**config.mk**
```make
export PLATFORM = sky130hd
export DESIGN_NAME = load_store_unit_flat
export DESIGN_NICKNAME = d
export VERILOG_FILES = /design/src/rtl/load_store_unit_if.sv /design/src/rtl/load_store_unit.sv /design/src/flat_wrapper.sv
export SDC_FILE = /design/constraint.sdc
export NUM_CORES = 1
export LEC_CHECK = 0
export ABC_AREA = 1
export BUFFER_PORTS_ARGS = -buffer_cell sky130_fd_sc_hd__buf_2
export CORE_ASPECT_RATIO = 1.5
export CORE_MARGIN = 2
export CORE_UTILIZATION = 31
export CTS_BUF_LIST = sky130_fd_sc_hd__clkbuf_8 sky130_fd_sc_hd__clkbuf_16
export CTS_CLUSTER_DIAMETER = 80
export DETAILED_ROUTE_END_ITERATION = 7
export GPL_ROUTABILITY_DRIVEN = 0
export PLACE_DENSITY = 0.59
export SYNTH_ARGS = -nofsm -noshare
export SYNTH_HDL_FRONTEND = slang
export SYNTH_SLANG_ARGS = --single-unit
```
**constraint.sdc**
```tcl
create_clock -name clk -period 1.6 [get_ports clk]
set_input_delay 0.08 -clock clk [delete_from_list [all_inputs] [get_ports clk]]
set_output_delay 0.08 -clock clk [all_outputs]
set_load 0.01 [all_outputs]
```
**src/rtl/load_store_unit_if.sv**
```systemverilog
// Core/memory-facing bundle for the load/store unit: request handshake plus word-memory port.
interface load_store_unit_if;
  logic        req_valid;
  logic        req_we;
  logic [2:0]  req_funct3;
  logic [31:0] req_addr;
  logic [31:0] req_wdata;
  logic        busy;
  logic        done;
  logic        err;
  logic [31:0] load_data;
  logic [31:0] mem_A;
  logic [31:0] mem_WD;
  logic        mem_WE;
  logic [31:0] mem_RD;

  // Core + memory side: issues requests, returns read data.
  modport master (
    output req_valid, req_we, req_funct3, req_addr, req_wdata, mem_RD,
    input  busy, done, err, load_data, mem_A, mem_WD, mem_WE
  );

  // Load/store unit side.
  modport slave (
    input  req_valid, req_we, req_funct3, req_addr, req_wdata, mem_RD,
    output busy, done, err, load_data, mem_A, mem_WD, mem_WE
  );
endinterface

```
**src/rtl/load_store_unit.sv**
```systemverilog
// RV32I load/store unit: sub-word loads with extension, sub-word stores via read-modify-write.
module load_store_unit #(
  parameter bit Check_Align = 1'b1
) (
  input logic               clk,
  input logic               reset,
  load_store_unit_if.slave  bus
);

  typedef enum logic [1:0] {IDLE = 2'd0, MERGE = 2'd1, RESP = 2'd2} state_e;

  state_e      state_q, state_d;
  logic [31:0] addr_q, addr_d;
  logic [31:0] old_q, old_d;
  logic [15:0] wdata_q, wdata_d;
  logic        half_q, half_d;
  logic        err_q, err_d;
  logic [31:0] load_data_q, load_data_d;

  logic        req_illegal_c, req_misal_c, req_err_c, req_sw_c;
  logic [7:0]  ld_byte_c;
  logic [15:0] ld_half_c;
  logic [31:0] ld_ext_c;
  logic [31:0] merged_c;

  // Decode the incoming request and extract/extend load data from the read word.
  always_comb begin
    req_illegal_c = 1'b0;
    req_misal_c   = 1'b0;
    ld_byte_c     = 8'h00;
    ld_half_c     = 16'h0000;
    ld_ext_c      = 32'h0;
    if (bus.req_we) begin
      req_illegal_c = !(bus.req_funct3 == 3'b000 || bus.req_funct3 == 3'b001 ||
                        bus.req_funct3 == 3'b010);
    end else begin
      req_illegal_c = (bus.req_funct3 == 3'b011) || (bus.req_funct3[2:1] == 2'b11);
    end
    if (Check_Align) begin
      req_misal_c = ((bus.req_funct3[1:0] == 2'b01) && bus.req_addr[0]) ||
                    ((bus.req_funct3 == 3'b010) && (bus.req_addr[1:0] != 2'b00));
    end
    req_err_c = req_illegal_c || req_misal_c;
    req_sw_c  = bus.req_we && (bus.req_funct3 == 3'b010) && !req_err_c;
    case (bus.req_addr[1:0])
      2'd0:    ld_byte_c = bus.mem_RD[7:0];
      2'd1:    ld_byte_c = bus.mem_RD[15:8];
      2'd2:    ld_byte_c = bus.mem_RD[23:16];
      default: ld_byte_c = bus.mem_RD[31:24];
    endcase
    ld_half_c = bus.req_addr[1] ? bus.mem_RD[31:16] : bus.mem_RD[15:0];
    case (bus.req_funct3)
      3'b000:  ld_ext_c = {{24{ld_byte_c[7]}}, ld_byte_c};
      3'b001:  ld_ext_c = {{16{ld_half_c[15]}}, ld_half_c};
      3'b010:  ld_ext_c = bus.mem_RD;
      3'b100:  ld_ext_c = {24'h0, ld_byte_c};
      3'b101:  ld_ext_c = {16'h0, ld_half_c};
      default: ld_ext_c = 32'h0;
    endcase
  end

  // Replace the target lane of the latched old word with the store data.
  always_comb begin
    merged_c = old_q;
    if (half_q) begin
      if (addr_q[1]) merged_c[31:16] = wdata_q;
      else           merged_c[15:0]  = wdata_q;
    end else begin
      case (addr_q[1:0])
        2'd0:    merged_c[7:0]   = wdata_q[7:0];
        2'd1:    merged_c[15:8]  = wdata_q[7:0];
        2'd2:    merged_c[23:16] = wdata_q[7:0];
        default: merged_c[31:24] = wdata_q[7:0];
      endcase
    end
  end

  // State register.
  always_ff @(posedge clk) begin
    if (reset) state_q <= IDLE;
    else       state_q <= state_d;
  end

  // Next-state logic: only legal SB/SH pass through MERGE.
  always_comb begin
    state_d = state_q;
    case (state_q)
      IDLE: begin
        if (bus.req_valid) begin
          if (bus.req_we && !req_err_c && !req_sw_c) state_d = MERGE;
          else                                       state_d = RESP;
        end
      end
      MERGE:   state_d = RESP;
      RESP:    state_d = IDLE;
      default: state_d = IDLE;
    endcase
  end

  // Memory port and latch updates; reset kills any write in flight.
  always_comb begin
    bus.mem_WE  = 1'b0;
    bus.mem_WD  = 32'h0;
    bus.mem_A   = {addr_q[31:2], 2'b00};
    addr_d      = addr_q;
    old_d       = old_q;
    wdata_d     = wdata_q;
    half_d      = half_q;
    err_d       = err_q;
    load_data_d = load_data_q;
    case (state_q)
      IDLE: begin
        bus.mem_A = {bus.req_addr[31:2], 2'b00};
        if (bus.req_valid) begin
          addr_d  = bus.req_addr;
          old_d   = bus.mem_RD;
          wdata_d = bus.req_wdata[15:0];
          half_d  = bus.req_funct3[0];
          err_d   = req_err_c;
          if (req_err_c)       load_data_d = 32'h0;
          else if (!bus.req_we) load_data_d = ld_ext_c;
          if (req_sw_c) begin
            bus.mem_WE = 1'b1;
            bus.mem_WD = bus.req_wdata;
          end
        end
      end
      MERGE: begin
        bus.mem_WE = 1'b1;
        bus.mem_WD = merged_c;
      end
      default: ;
    endcase
    if (reset) begin
      bus.mem_WE = 1'b0;
      bus.mem_WD = 32'h0;
      bus.mem_A  = 32'h0;
    end
  end

  // Datapath latches.
  always_ff @(posedge clk) begin
    if (reset) begin
      addr_q      <= 32'h0;
      old_q       <= 32'h0;
      wdata_q     <= 16'h0;
      half_q      <= 1'b0;
      err_q       <= 1'b0;
      load_data_q <= 32'h0;
    end else begin
      addr_q      <= addr_d;
      old_q       <= old_d;
      wdata_q     <= wdata_d;
      half_q      <= half_d;
      err_q       <= err_d;
      load_data_q <= load_data_d;
    end
  end

  // Handshake outputs decoded straight from the state flops.
  always_comb begin
    bus.busy      = (state_q != IDLE);
    bus.done      = (state_q == RESP);
    bus.err       = (state_q == RESP) && err_q;
    bus.load_data = load_data_q;
  end

endmodule

```
**src/flat_wrapper.sv**
```systemverilog
// flat-port wrapper written by rule: the top's interface ports become plain ports
module load_store_unit_flat 
#(
  parameter bit Check_Align = 1'b1
)
  (clk, reset, bus_req_valid, bus_req_we, bus_req_funct3, bus_req_addr, bus_req_wdata, bus_mem_RD, bus_busy, bus_done, bus_err, bus_load_data, bus_mem_A, bus_mem_WD, bus_mem_WE);
  load_store_unit_if bus_i ();
  input logic clk;
  input logic reset;
  input wire logic [$bits(bus_i.req_valid)-1:0] bus_req_valid;
  input wire logic [$bits(bus_i.req_we)-1:0] bus_req_we;
  input wire logic [$bits(bus_i.req_funct3)-1:0] bus_req_funct3;
  input wire logic [$bits(bus_i.req_addr)-1:0] bus_req_addr;
  input wire logic [$bits(bus_i.req_wdata)-1:0] bus_req_wdata;
  input wire logic [$bits(bus_i.mem_RD)-1:0] bus_mem_RD;
  output wire logic [$bits(bus_i.busy)-1:0] bus_busy;
  output wire logic [$bits(bus_i.done)-1:0] bus_done;
  output wire logic [$bits(bus_i.err)-1:0] bus_err;
  output wire logic [$bits(bus_i.load_data)-1:0] bus_load_data;
  output wire logic [$bits(bus_i.mem_A)-1:0] bus_mem_A;
  output wire logic [$bits(bus_i.mem_WD)-1:0] bus_mem_WD;
  output wire logic [$bits(bus_i.mem_WE)-1:0] bus_mem_WE;
  assign bus_i.req_valid = bus_req_valid;
  assign bus_i.req_we = bus_req_we;
  assign bus_i.req_funct3 = bus_req_funct3;
  assign bus_i.req_addr = bus_req_addr;
  assign bus_i.req_wdata = bus_req_wdata;
  assign bus_i.mem_RD = bus_mem_RD;
  assign bus_busy = bus_i.busy;
  assign bus_done = bus_i.done;
  assign bus_err = bus_i.err;
  assign bus_load_data = bus_i.load_data;
  assign bus_mem_A = bus_i.mem_A;
  assign bus_mem_WD = bus_i.mem_WD;
  assign bus_mem_WE = bus_i.mem_WE;
  load_store_unit #(.Check_Align(Check_Align)) u_core (.clk(clk), .reset(reset), .bus(bus_i));
endmodule
```
==> impl_metrics.json <==
{
  "status": "complete, but fails checks",
  "violations": "hold timing, setup timing",
  "cap_violations": 0,
  "rr_worst_depth": 11,
  "rrSetupSlack_ns": -0.21,
  "core_area_mm2": 0.02306,
  "clockRootBuffer": "clkbuf_16",
  "drive_above_1_share": 0.4140,
  "finalCriticalPeriod_ns": 1.923,
  "synthesis.area_mm2": 0.007281,
  "drv_slew": 0,
  "clk_pin_slew_worst_paths_ns": 0.06,
  "cp-end-kind": "output pin",
  "hp-start": "bus_req_addr[9]",
  "grt_max_degree": 39,
  "synth-async-reset-ratio": 0,
  "power_mw": 10.16,
  "die_h_um": 191.7,
  "wl_um": 31040,
  "worstPathCellList": "inv_2 > buf_4 > nand2_8 > clkinv_8 > buf_6 > buf_12 > nor2_2 > a211oi_4 > buf_2",
  "p_per_area_mw_per_mm2": 831.0,
  "yosysTopAreaCell": "dfxtp_1",
  "die-width_um": 129.1,
  "p_leak_nw": 5.516,
  "final-setup-viol-count": 149,
  "die-area_mm2": 0.02475,
  "cts_tree": "built",
  "io-pin-count": 203,
  "post-route-drc-count": 0,
  "cp_top_family": "buffers and inverters",
  "hpwl_um": 19640,
  "cts.sinks": 116,
  "io_buffers": 200,
  "synth-main-ff-cell": "dfxtp_1",
  "cts_buffer_depth": 2,
  "vias": 9155,
  "seqCellArea_mm2": 0.002338,
  "holdWs_ns": -0.002256,
  "hold_viol": 1,
  "whs_path_depth": 3,
  "start_kind": "flop",
  "startpoint": "u_core.state_q[1]",
  "grt_remaining_overflow": 0,
  "grt_usage": 0.2345,
  "final_nets": 1561,
  "num_rows": 68,
  "path_buf_inv": 6,
  "ant_nets": 0,
  "skew_ns": 0.01114,
  "finish.instance_area_mm2": 0.01223,
  "drtIter0Drc": 767,
  "antenna_found_initial": 4,
  "timing.rr.start": "u_core.state_q[1]",
  "max_freq_ghz": 0.5199,
  "ys_ff_latch": 116,
  "grt_pass1_wl_um": 45490,
  "synthTopCellsByArea": "dfxtp_1 32%, nand2_1 12%, o21ai_0 10%",
  "synth_area_per_cell_um2": 6.381,
  "slowest_stage": "dfxtp_2",
  "insertion_delay_ns": 0.43,
  "synth_edf_count": 0,
  "worst_ep_required_time_ns": 1.52,
  "grt_pass1_vias": 8522,
  "numCtsBuffers": 17,
  "start_util": 0.3158,
  "synth_cell_type_count": 33,
  "rsz0062_at_grt": "true",
  "syn2layout_area_growth_pct": 67.92,
  "dp_cells": 1627,
  "final_cells": 1790,
  "critPathMaxFanout": 6,
  "hold_path_class": "in -> reg",
  "placed_cell_area_mm2": 0.008851,
  "via_per_inst": 5.115,
  "drtPass1Iterations": 8,
  "regToRegEndpoint": "u_core.bus.load_data[5]",
  "synth-seq-area-share": 0.3190,
  "slowest_delay_ns": 0.32,
  "wl_per_cell_um": 17.34,
  "yosys_warnings": 0,
  "syn-instance-count": 1141,
  "netlist.area_leader.share": 0.3190,
  "multi_input_area_mm2": 0.005005,
  "synth_common_cells": "237 x nand2_1, 148 x o21ai_0, 132 x nor2_1",
  "nFillCells": 2158,
  "setup-tns-final_ns": -20.63,
  "timing.final.crit_share": 1.202,
  "cts_htree_levels": 4,
  "ir_drop_mv": 0.7198,
  "crit_type": "reg -> out",
  "synth.most_common_cell": "nand2_1",
  "arrival_ns": 1.84,
  "hold-path-endpoint": "u_core.addr_q[9]",
  "setup_ws_ns": -0.3233
}
[cells in the final DEF, fill, tap and decap left out, types with 20 or more instances in the layout]
master,netlist,routed
nor2_4,4,36
buf_2,23,198
nor2_2,2,26
nand2_2,35,41
dfxtp_1,116,109
buf_12,0,24
clkbuf_16,0,25
o21ai_1,1,35
a21oi_2,30,63
nand2_4,1,20
o21ai_0,148,97
buf_4,18,40
inv_1,87,83
nand3_1,38,23
a21oi_1,128,95
dlygate4sd3_1,0,74
nand4_1,32,32
nand2_1,237,211
nor2_1,132,76
[metal layers]
metal	GRT usage	share of wire
met1	0.2862	0.41
met2	0.4022	0.50
met3	0.03482	0.046
met4	0.1087	0.044
met5	0	0
[worst max path at each step]
| stage | end | cells past startpoint |
|---|---|---|
| final | bus_mem_A[17] | 9 |
| after global routing | bus_mem_A[17] | 9 |
| after global placement | bus_mem_WD[22] | 9 |
| after detailed placement | u_core.addr_q[15] | 6 |
| after CTS | bus_mem_WD[12] | 8 |
| after floorplan | bus_mem_WD[10] | 7 |
[registers in the layout, summed over array words and instances (netlist names)]
name,cells
u_core.addr_q,32
u_core.bus.load_data,32
u_core.old_q,32
u_core.wdata_q,16
u_core.state_q,2
u_core.err_q,1
u_core.half_q,1
[per-stage QoR]
step                  util  setup slack, ns
floorplan                -           0.1781
global placement    0.3839          0.08486
detailed placement  0.3839          0.01590
CTS                 0.4846          -0.2805
global route        0.5302          -0.3771
finish              0.5302          -0.3233
[cell families after synthesis]
| group | Yosys count | share of synthesized area |
|---|---|---|
| other | 1 | 0.0005151 |
| buffers and inverters | 188 | 0.1158 |
| flip-flops | 116 | 0.3190 |
| AO/OA/AOI/OAI | 347 | 0.2676 |
| AND/OR/NAND/NOR | 489 | 0.2971 |
[worst min-delay path, delay by kind of cell]
kind                   cells  cell delay [ns]
AO/OA/AOI/OAI              1             0.14
buffers and inverters      2             0.17
[timing repair]
action / 4_1_cts / 5_1_grt
setup buffers: 20 / 14
endpoints found under the hold margin: 73 / 1
resized for setup: 134 / 228
pin swaps: 16 / 62
gates cloned: 15 / 10
hold buffers: 73 / 1
endpoints found under the setup margin: 65 / 149
[layout make-up]
class / count / area share
inverter: 100 / 0.03377
clock buffer: 17 / 0.03480
sequential: 116 / 0.1913
multi-input combinational: 838 / 0.4094
timing repair buffer: 384 / 0.2808
antenna: 4 / 0.0008187
clock inverter: 15 / 0.01597
timing repair inverter: 1 / 0.0009211
tap: 315 / 0.03224
[power by group]
part	total [mW]	internal [mW]	switching, mW
logic	2.79	1.27	1.52
clock network	4.12	2.50	1.62
registers	3.25	3.07	0.186
No activity file was read; power rests on OpenSTA's default activity.
